## src/rtl/ram_sdp_param_if.sv

```systemverilog
`default_nettype none
// +--------------------------------------------------------------------+
// | ram_sdp_param_if                                                   |
// | Write/read bus of the simple-dual-port RAM.                        |
// | Revision: 1.0                                                      |
// +--------------------------------------------------------------------+
interface ram_sdp_param_if #(
    parameter int DATA_WIDTH = 8,
    parameter int ADDR_WIDTH = 6
);
    logic [DATA_WIDTH-1:0] data_in;
    logic [ADDR_WIDTH-1:0] write_addr;
    logic                  we_in;
    logic [ADDR_WIDTH-1:0] read_addr;
    logic                  re_in;
    logic [DATA_WIDTH-1:0] data_out;
    logic                  valid_out;
    logic                  busy_out;

    modport master (
        output data_in, write_addr, we_in, read_addr, re_in,
        input  data_out, valid_out, busy_out
    );

    modport slave (
        input  data_in, write_addr, we_in, read_addr, re_in,
        output data_out, valid_out, busy_out
    );
endinterface
`default_nettype wire

```

## src/rtl/ram_sdp_param.sv

```systemverilog
`default_nettype none
// +--------------------------------------------------------------------+
// | ram_sdp_param                                                      |
// | Parametrised simple-dual-port RAM, 1/2-cycle read latency, RDW     |
// | policy select; clear-on-reset engine built when RAM_CLEAR_EN set.  |
// | Revision: 1.0                                                      |
// +--------------------------------------------------------------------+
module ram_sdp_param #(
    parameter int                    DATA_WIDTH   = 8,
    parameter int                    ADDR_WIDTH   = 6,
    parameter int                    READ_LATENCY = 1,
    parameter int                    RDW_MODE     = 0,
    parameter logic [DATA_WIDTH-1:0] CLEAR_VALUE  = '0
) (
    input  logic          clk,
    input  logic          rst,
    ram_sdp_param_if.slave ram_io
);

    localparam int DEPTH = 2 ** ADDR_WIDTH;
    localparam logic [ADDR_WIDTH-1:0] LAST_ADDR = {ADDR_WIDTH{1'b1}};

    typedef enum logic [0:0] {
        CLEAR = 1'b0,
        READY = 1'b1
    } state_e;

`ifdef RAM_CLEAR_EN
    localparam state_e RESET_STATE = CLEAR;
`else
    localparam state_e RESET_STATE = READY;
`endif

    state_e                  state_q;
    state_e                  state_d;
    logic                    busy;
    logic [ADDR_WIDTH-1:0]   clr_addr;

    logic                    wr_en;
    logic [ADDR_WIDTH-1:0]   wr_addr;
    logic [DATA_WIDTH-1:0]   wr_data;
    logic                    rd_en;
    logic [DATA_WIDTH-1:0]   rd_word;

    logic                    res_valid;
    logic [DATA_WIDTH-1:0]   res_data;

    logic [DATA_WIDTH-1:0]   mem_q [DEPTH];
    logic [DATA_WIDTH-1:0]   data_out_q;
    logic                    valid_q;

    if (READ_LATENCY != 1 && READ_LATENCY != 2) begin : g_bad_latency
        $error("ram_sdp_param: READ_LATENCY must be 1 or 2");
    end

    // ---------------- control FSM ----------------
`ifdef RAM_CLEAR_EN
    logic [ADDR_WIDTH-1:0] clr_cnt_q;
    logic [ADDR_WIDTH-1:0] clr_cnt_d;

    always_comb begin
        state_d   = state_q;
        clr_cnt_d = clr_cnt_q;
        if (state_q == CLEAR) begin
            clr_cnt_d = clr_cnt_q + ADDR_WIDTH'(1);
            if (clr_cnt_q == LAST_ADDR) begin
                state_d = READY;
            end
        end
    end

    always_ff @(posedge clk) begin
        if (rst) begin
            clr_cnt_q <= '0;
        end else begin
            clr_cnt_q <= clr_cnt_d;
        end
    end

    assign clr_addr = clr_cnt_q;
    assign busy     = (state_q == CLEAR);
`else
    always_comb begin
        state_d = state_q;
        state_d = READY;
    end

    assign clr_addr = '0;
    assign busy     = 1'b0;
`endif

    always_ff @(posedge clk) begin
        if (rst) begin
            state_q <= RESET_STATE;
        end else begin
            state_q <= state_d;
        end
    end

    // ---------------- storage access ----------------
    // The clear engine owns the write port while busy; user traffic is dropped.
    always_comb begin
        wr_en   = !rst && (busy || ram_io.we_in);
        wr_addr = busy ? clr_addr : ram_io.write_addr;
        wr_data = busy ? CLEAR_VALUE : ram_io.data_in;
        rd_en   = !rst && !busy && ram_io.re_in;
        rd_word = mem_q[ram_io.read_addr];
        if (RDW_MODE != 0 && !busy && wr_en && (ram_io.write_addr == ram_io.read_addr)) begin
            rd_word = ram_io.data_in;
        end
    end

    always_ff @(posedge clk) begin
        if (wr_en) begin
            mem_q[wr_addr] <= wr_data;
        end
    end

    // ---------------- read pipeline ----------------
    if (READ_LATENCY == 2) begin : g_lat2
        logic                  s1_valid_q;
        logic [DATA_WIDTH-1:0] s1_data_q;

        always_ff @(posedge clk) begin
            if (rst) begin
                s1_valid_q <= 1'b0;
                s1_data_q  <= '0;
            end else begin
                s1_valid_q <= rd_en;
                if (rd_en) begin
                    s1_data_q <= rd_word;
                end
            end
        end

        assign res_valid = s1_valid_q;
        assign res_data  = s1_data_q;
    end else begin : g_lat1
        assign res_valid = rd_en;
        assign res_data  = rd_word;
    end

    always_ff @(posedge clk) begin
        if (rst) begin
            data_out_q <= '0;
            valid_q    <= 1'b0;
        end else begin
            valid_q <= res_valid;
            if (res_valid) begin
                data_out_q <= res_data;
            end
        end
    end

    assign ram_io.data_out  = data_out_q;
    assign ram_io.valid_out = valid_q;
    assign ram_io.busy_out  = busy;

endmodule
`default_nettype wire

```

## src/flat_wrapper.sv

```systemverilog
// flat-port wrapper written by rule: the top's interface ports become plain ports
module ram_sdp_param_flat 
#(
    parameter int                    DATA_WIDTH   = 8,
    parameter int                    ADDR_WIDTH   = 6,
    parameter int                    READ_LATENCY = 1,
    parameter int                    RDW_MODE     = 0,
    parameter logic [DATA_WIDTH-1:0] CLEAR_VALUE  = '0
)
  (clk, rst, ram_io_data_in, ram_io_write_addr, ram_io_we_in, ram_io_read_addr, ram_io_re_in, ram_io_data_out, ram_io_valid_out, ram_io_busy_out);
  ram_sdp_param_if #(.DATA_WIDTH(DATA_WIDTH), .ADDR_WIDTH(ADDR_WIDTH)) ram_io_i ();
  input  logic clk;
  input  logic rst;
  input wire logic [$bits(ram_io_i.data_in)-1:0] ram_io_data_in;
  input wire logic [$bits(ram_io_i.write_addr)-1:0] ram_io_write_addr;
  input wire logic [$bits(ram_io_i.we_in)-1:0] ram_io_we_in;
  input wire logic [$bits(ram_io_i.read_addr)-1:0] ram_io_read_addr;
  input wire logic [$bits(ram_io_i.re_in)-1:0] ram_io_re_in;
  output wire logic [$bits(ram_io_i.data_out)-1:0] ram_io_data_out;
  output wire logic [$bits(ram_io_i.valid_out)-1:0] ram_io_valid_out;
  output wire logic [$bits(ram_io_i.busy_out)-1:0] ram_io_busy_out;
  assign ram_io_i.data_in = ram_io_data_in;
  assign ram_io_i.write_addr = ram_io_write_addr;
  assign ram_io_i.we_in = ram_io_we_in;
  assign ram_io_i.read_addr = ram_io_read_addr;
  assign ram_io_i.re_in = ram_io_re_in;
  assign ram_io_data_out = ram_io_i.data_out;
  assign ram_io_valid_out = ram_io_i.valid_out;
  assign ram_io_busy_out = ram_io_i.busy_out;
  ram_sdp_param #(.DATA_WIDTH(DATA_WIDTH), .ADDR_WIDTH(ADDR_WIDTH), .READ_LATENCY(READ_LATENCY), .RDW_MODE(RDW_MODE), .CLEAR_VALUE(CLEAR_VALUE)) u_core (.clk(clk), .rst(rst), .ram_io(ram_io_i));
endmodule
```

## config.mk

```make
export PLATFORM = sky130hd
export DESIGN_NAME = ram_sdp_param_flat
export DESIGN_NICKNAME = d
export VERILOG_FILES = /design/src/rtl/ram_sdp_param_if.sv /design/src/rtl/ram_sdp_param.sv /design/src/flat_wrapper.sv
export SDC_FILE = /design/constraint.sdc
export NUM_CORES = 1
export LEC_CHECK = 0
export BUFFER_PORTS_ARGS = -buffer_cell sky130_fd_sc_hd__buf_4
export CORE_ASPECT_RATIO = 2
export CORE_MARGIN = 8
export CORE_UTILIZATION = 65
export DETAILED_ROUTE_END_ITERATION = 8
export GPL_ROUTABILITY_DRIVEN = 0
export PLACE_DENSITY = 0.82
export SLEW_MARGIN = 10
export SYNTH_ARGS = -nofsm -noshare
export SYNTH_HDL_FRONTEND = slang
export SYNTH_SLANG_ARGS = --single-unit
```

## constraint.sdc

```tcl
create_clock -name clk -period 2.7 [get_ports clk]
set_input_delay 0 -clock clk [delete_from_list [all_inputs] [get_ports clk]]
set_output_delay 0 -clock clk [all_outputs]
set_load 0.05 [all_outputs]
```

==> results of run 1 <==
-- power groups by stage --
stage               clock network [mW]  registers, mW  logic (mW)
finish                            6.00           8.94       0.854
global route                      6.29           8.94       0.887
CTS                               6.02           8.94       0.847
detailed placement                   0           9.12       0.836
global placement                     0           9.11       0.817
floorplan                            0           9.14       0.430
-- metal layers --
metal | up-vias | track usage, % | wire length (µm) | part of all wire, %
met5 | - | 0 | 0 | 0
met4 | 0 | 14.3 | 2650 | 5.6
met3 | 151 | 3.16 | 3800 | 8.1
met2 | 745 | 44.1 | 24700 | 53
met1 | 5471 | 30.1 | 15900 | 34
li1 | 4428 | - | - | -
-- cells in the mapped netlist, drive strengths merged, types with 3 or more instances --
cell type  instances  area [µm²]
a221o              8        80.1
a22oi             96         721
and3b              3        26.3
buf               37         220
clkbuf            26        97.6
dfxtp              9         180
edfxtp           512       15400
mux2i            128        1280
mux4              64        1470
nand2              8        30.0
nand3             35         175
nand3b             3        22.5
nand4             16         100
nor2              69         259
nor2b              5        31.3
nor3b             11        82.6
-- metrics by stage --
stage               util, %  hold slack, ns
detailed placement     69.1           0.376
global route           73.5          0.0278
CTS                    73.5          0.0246
global placement       69.1           0.354
floorplan                 -          0.0989
finish                 73.5         0.00525
-- sequential cells by signal, summed over array words and instances, names as in the netlist --
register / flops
u_core.mem_q: 512
u_core.ram_io.valid_out: 1
u_core.ram_io.data_out: 8
-- final cells by class --
cell class	count	area, µm²	share of cell area (%)
tap	372	465	2.06
sequential	521	15600	68.8
clock inverter	13	87.6	0.388
timing repair buffer	108	901	3.99
multi-input combinational	453	4340	19.2
clock buffer	62	1250	5.53
-- logic make-up after synthesis --
group / after synthesis
AOI/OAI and AO/OA: 104
muxes: 192
and+or+nand+nor: 156
buffers and inverters: 63
other: 1
DFF: 521
-- how the worst max path moves through the flow --
| stage | start | endpoint | slack, ns | depth (start not counted) |
|---|---|---|---|---|
| 3_3_place_gp | ram_io_read_addr[0] | u_core.ram_io.data_out[0]$_SDFFE_PP0P_ | 0.44 | 7 |
| 6_report | rst | u_core.mem_q[46][2]$_DFFE_PP_ | 0.54 | 6 |
| 4_1_cts | rst | u_core.mem_q[46][2]$_DFFE_PP_ | 0.63 | 6 |
| 3_5_place_dp | ram_io_read_addr[0] | u_core.ram_io.data_out[0]$_SDFFE_PP0P_ | 0.35 | 7 |
| 2_1_floorplan | ram_io_write_addr[5] | u_core.mem_q[39][0]$_DFFE_PP_ | 1.12 | 4 |
| 5_1_grt | rst | u_core.mem_q[46][2]$_DFFE_PP_ | 0.48 | 6 |
-- worst max-delay path: cells and delay by family --
family | cells | cell delay (ns)
simple gates | 3 | 1.45
buf+inv | 3 | 0.95
-- what timing repair did --
item | 4_1_cts | 5_1_grt
hold endpoints to repair | 6 | 0
hold buffers | 3 | 0
buffers inserted | 0 | 0
==> run_results.csv, run 1 <==
group,metric,value,unit
status,status,"complete, no violations",
synthesis,ys.flop_type,"edfxtp_1",
grt,grt_pass1_wl,69000,µm
finish,diodes,0,
finish,nFillCells,1706,
flow_run,maxCapViolCount,0,
synthesis,synth_fa_ha_area_share,0,%
worst_hold_path,worstHoldStart,"ram_io_data_in[5]",
place,dp_cells,1451,
synthesis,yosysWarnings,0,
sta,tightest_slew,1.27,ns
sta,setup_ws,0.541,ns
sta,fin_worst_skew,0.0245,ns
clock_tree,clock_path_buffers,3,
die,row_count,91,
sta,rsz0062_at_grt,"false",
pwr,comb_power_share,5.4,%
detailed_routing,wire_per_inst,30.8,µm
synthesis,netlist_instances,1037,
clock_tree,cts.sink_count,521,
setup_path,crit_fanout,13,
synthesis,synth_nets,1061,
finish,finalInstanceArea,0.0226,mm²
setup_path,required,2.94,ns
detailed_routing,drt-total-wl,47100,µm
clock_tree,clk_latency,0.56,ns
worst_hold_path,holdPathEnd,"u_core.mem_q[22][5]$_DFFE_PP_",
sta,setup_viol,0,
die,die_y,265,µm
synthesis,yosys.area_share.xor_xnor,0,%
synthesis,avgSynthCellArea,19.5,µm²
clock_tree,cts_tree,"built",
synthesis,synth_top_family_by_area,"multiplexers",
sta,slew_violations,0,
synthesis,ys_seq_elements,521,
sta,finalHoldViolCount,0,
synthesis,synthMuxAreaShare,13.6,%
place,placedInstanceArea,0.0212,mm²
synthesis,synth_area,0.0202,mm²
pwr,clockPowerShare,38.0,%
grt,grt_pass1_vias,10900,
pwr,p_int,12.5,mW
clock_tree,clk_pin_slew,0.06,ns
finish,nets,1150,
finish,final_common_cell,"edfxtp_1",
detailed_routing,avgViaCountPerCell,7.06,
finish,drive_gt1_share,19.4,%
detailed_routing,drtIter0Drc,1497,
setup_path,r2r_cells,4,
setup_path,r2r-start,"u_core.mem_q[59][7]$_DFFE_PP_",
setup_path,worstSetupPathType,"input port to flip-flop",
clock_tree,root_buffer,"clkbuf_16",
sta,setup_tns,0,ns
detailed_routing,drt.antenna.violating_nets,0,
pwr,vdd_drop_max,636,µV
worst_hold_path,min_path_type,"input port to flip-flop",
pwr,sw_frac_of_total,20.8,%
setup_path,cp_slowest_stage_delay,0.59,ns
synthesis,synth-edff-count,512,
setup_path,r2r_slack,0.72,ns
sta,slew_headroom,15.2,%
detailed_routing,via_count,10800,
setup_path,r2r_end,"u_core.ram_io.data_out[7]$_SDFFE_PP0P_",
setup_path,start_kind,"input port",
synthesis,seq_area_frac_synth,77.0,%
clock_tree,htreeDepth,2,
sta,min_period,2.16,ns
finish,final_cell_count_no_fill,1529,
grt,antenna_found_initial,0,
grt,grtUsageTotal,25.4,%
grt,globalRoute.totalOverflow,0,
synthesis,synth_cell_types,27,
grt,grt_max_degree,65,
pwr,p_leak,7.51,nW
place,pre_cts_ws,0.354,ns
synthesis,synth_compound_area_share,3.96,%
die,dieArea,0.0373,mm²
clock_tree,cts_resized,0,
setup_path,end_kind,"flip-flop",
pwr,p_switching,3.28,mW
pwr,total_power,15.8,mW
setup_path,cp_cell_sequence,"dlygate4sd3_1 -> buf_4 -> nor3b_1 -> nand3_1 -> nor2_1 -> buf_4",
place,post-dp-hpwl,29400,µm
pwr,powerDensity,699,mW/mm²
setup_path,cp.arrival,2.40,ns
finish,areaGrowthSynthToFinish,11.9,%
die,die_x,141,µm
synthesis,synth-simple-area-share,3.82,%
detailed_routing,first_pass_iters,8,
finish,final_cell_mix,"edfxtp_1, mux2i_1, buf_4",
die,initial_core_util,65.7,%
sta,min_period_over_period,80.0,%
clock_tree,cts_inserted_buffers,42,
sta,max_freq,463,MHz
detailed_routing,drc_errors,0,
place,port_buffers,32,
pwr,power_frac_seq,56.6,%
die,design.core.area,0.0307,mm²
synthesis,async_flop_share,0,%
setup_path,cpMostUsedCell,"buf_4",
worst_hold_path,worstHoldPathCells,1,
die,ios,34,
setup_path,critPathSlowestCell,"nand3_1",
(Power assumes the default switching activity.)
==> run 2, diff against run 1 <==
- ABC_AREA: default -> 1
- CORE_UTILIZATION: 65 -> 56
- PLACE_DENSITY: 0.82 -> 0.75
- clock period: 2.7 -> 1.8 ns (I/O delays scaled with it)
==> run 2 against run 1 <==
  * Global-route usage fell by 0.83 points
  * Synthesized area is 5.4% higher
  * Wire length grew 17%
  * Highest routed layer unchanged
  * Clock power grew 61%
  * Clock skew rose by 0.0020 ns
  * Total power rose by 57%
  * Synthesized cell count rose by 73%
==> run_results.csv, run 2 <==
group,metric,value,unit
status,status,"complete, no violations",
synthesis,async_flop_share,0,%
pwr,comb_power_share,6.9,%
die,die_x,154,µm
grt,grtUsageTotal,24.5,%
clock_tree,cts_tree,"built",
pwr,p_switching,5.39,mW
finish,drive_gt1_share,11.1,%
pwr,sw_frac_of_total,21.8,%
finish,final_common_cell,"nand2_1",
grt,use_met2,43.9,%
synthesis,ys_seq_elements,521,
place,post-dp-hpwl,34100,µm
place,placedInstanceArea,0.0225,mm²
finish,regMostFlops,"u_core.mem_q",
pwr,powerDensity,1030,mW/mm²
setup_path,cp_cell_sequence,"dlygate4sd3_1 -> buf_4 -> nor2_1 -> nand4_1 -> buf_4 -> nor2_1 -> buf_4",
place,pre_cts_ws,0.0680,ns
sta,slew_violations,0,
synthesis,synth_cell_types,16,
pwr,p_leak,8.77,nW
grt,grt_pass1_vias,14400,
setup_path,crit_fanout,8,
sta,tightest_slew,0.834,ns
setup_path,start_kind,"input port",
grt,antenna_found_initial,0,
sta,finalHoldViolCount,0,
detailed_routing,avgViaCountPerCell,6.02,
clock_tree,root_buffer,"clkbuf_16",
sta,fin_worst_skew,0.0265,ns
worst_hold_path,min_path_type,"input port to flip-flop",
detailed_routing,via_count,14400,
finish,areaGrowthSynthToFinish,12.9,%
grt,globalRoute.totalOverflow,0,
synthesis,seq_area_frac_synth,73.1,%
synthesis,netlist_instances,1798,
detailed_routing,drc_errors,0,
finish,nets,1913,
synthesis,ys.flop_type,"edfxtp_1",
detailed_routing,drt.antenna.violating_nets,0,
sta,rsz0062_at_grt,"false",
sta,slew_headroom,44.4,%
clock_tree,clock_path_buffers,3,
synthesis,yosysWarnings,0,
sta,setup_ws,0.121,ns
setup_path,end_kind,"flip-flop",
detailed_routing,drtIter0Drc,1712,
pwr,total_power,24.8,mW
sta,min_period_over_period,93.3,%
pwr,vdd_drop_max,1070,µV
synthesis,synth_nets,1822,
synthesis,ys_top_cells_by_count,"nand2_1, edfxtp_1, nand3_1",
setup_path,crit_buf_inv,4,
finish,nFillCells,2683,
synthesis,synth_area_leader_cell,"edfxtp_1",
clock_tree,clk_latency,0.56,ns
die,row_count,101,
sta,hold_slack,0.0281,ns
synthesis,synth-edff-count,512,
grt,grt_max_degree,74,
sta,setup_viol,0,
setup_path,cp_slowest_stage_delay,0.54,ns
finish,finalInstanceArea,0.0240,mm²
detailed_routing,wire_per_inst,23.0,µm
synthesis,avgSynthCellArea,11.8,µm²
finish,fin_util,63.6,%
die,dieArea,0.0449,mm²
die,design.core.area,0.0378,mm²
finish,final_cell_count_no_fill,2385,
clock_tree,cts_inserted_buffers,41,
setup_path,critPathSlowestCell,"dlygate4sd3_1",
pwr,p_int,19.4,mW
grt,grt_pass1_wl,83500,µm
synthesis,synth_area,0.0213,mm²
sta,min_period,1.68,ns
finish,diodes,0,
place,port_buffers,32,
clock_tree,cts.sink_count,521,
die,initial_core_util,56.3,%
finish,final_cell_mix,"nand2_1, edfxtp_1, nand3_1",
finish,largest_register_ffs,512,
detailed_routing,first_pass_iters,5,
flow_run,maxCapViolCount,0,
detailed_routing,drt-total-wl,54900,µm
grt,met1_usage,27.4,%
setup_path,required,2.07,ns
setup_path,worstSetupPathType,"input port to flip-flop",
sta,setup_tns,0,ns
pwr,power_frac_seq,54.1,%
die,die_y,292,µm
clock_tree,cts_setup_buffers,0,
pwr,clockPowerShare,39.0,%
grt,busiest_layer,"met2",
setup_path,cpMostUsedCell,"buf_4",
clock_tree,clk_pin_slew,0.07,ns
synthesis,synth.area.top_cells,"edfxtp_1, nand3_1, nand2_1, buf_2, buf_6",
die,ios,34,
synthesis,synth_top_area_share,72.2,%
setup_path,cp.arrival,1.94,ns
grt,met3_usage,2.95,%
sta,max_freq,596,MHz
synthesis,synth.most_common_cell,"nand2_1",
place,dp_cells,2300,
clock_tree,htreeDepth,2,
setup_path,crit_family,"buffers and inverters",
run 2: layout make-up:
type | count | area (µm²) | share of cell area (%)
Inverter | 17 | 71.3 | 0.297
Tap cell | 463 | 579 | 2.41
Multi-Input combinational cell | 1150 | 4940 | 20.6
Timing Repair Buffer | 158 | 1450 | 6.03
Clock inverter | 28 | 342 | 1.42
Clock buffer | 48 | 1090 | 4.55
Sequential cell | 521 | 15600 | 64.7
run 2: what timing repair did:
action / in CTS / in global routing
resized for setup: 0 / 0
endpoints found under the hold margin: 136 / 0
hold buffers: 9 / 0
run 2: worst paths after layout:
| check | from | end | slack, ns | cells past startpoint |
|---|---|---|---|---|
| worst max-delay path | rst | u_core.mem_q[54][5]$_DFFE_PP_ | 0.12 | 7 |
| worst min-delay path | ram_io_data_in[6] | u_core.mem_q[14][6]$_DFFE_PP_ | 0.03 | 1 |
| worst max register to register | u_core.mem_q[7][0]$_DFFE_PP_ | u_core.ram_io.data_out[0]$_SDFFE_PP0P_ | 0.17 | 10 |
| worst min register to register | u_core.ram_io.data_out[7]$_SDFFE_PP0P_ | u_core.ram_io.data_out[7]$_SDFFE_PP0P_ | 0.57 | 2 |
run 2: cell families (layout without fill, tap and decap cells):
| group | count (synthesis) | after routing | share of synthesized area, % |
|---|---|---|---|
| DFF | 521 | 521 | 73.1 |
| buffers and inverters | 127 | 251 | 3.71 |
| and+or+nand+nor | 1149 | 1149 | 23.2 |
| other | 1 | 1 | 0.0176 |
run 2: worst register-to-register path: stages (launching register included):
cell      delay (ns)
edfxtp_1        0.40
nand2_1         0.09
nand3_1         0.10
nand3_1         0.15
nand3_1         0.24
nand2_1         0.16
nand2_1         0.11
nand3_1         0.12
nand2_1         0.06
nand2_1         0.06
nand2_1         0.05
run 2: power groups by stage:
stage,logic (mW),clock network (mW),registers [mW]
after detailed placement,1.65,0,13.7
final,1.70,9.66,13.4
after global routing,1.82,10.2,13.4
after CTS,1.68,9.75,13.4
after floorplan,0.899,0,13.7
after global placement,1.62,0,13.7
run 2: layer usage:
metal  vias up  share of wire [%]
met5         -                  0
met4         0                6.5
met3       174                7.4
met2       754                 52
met1      6921                 34
li1       6511                  -
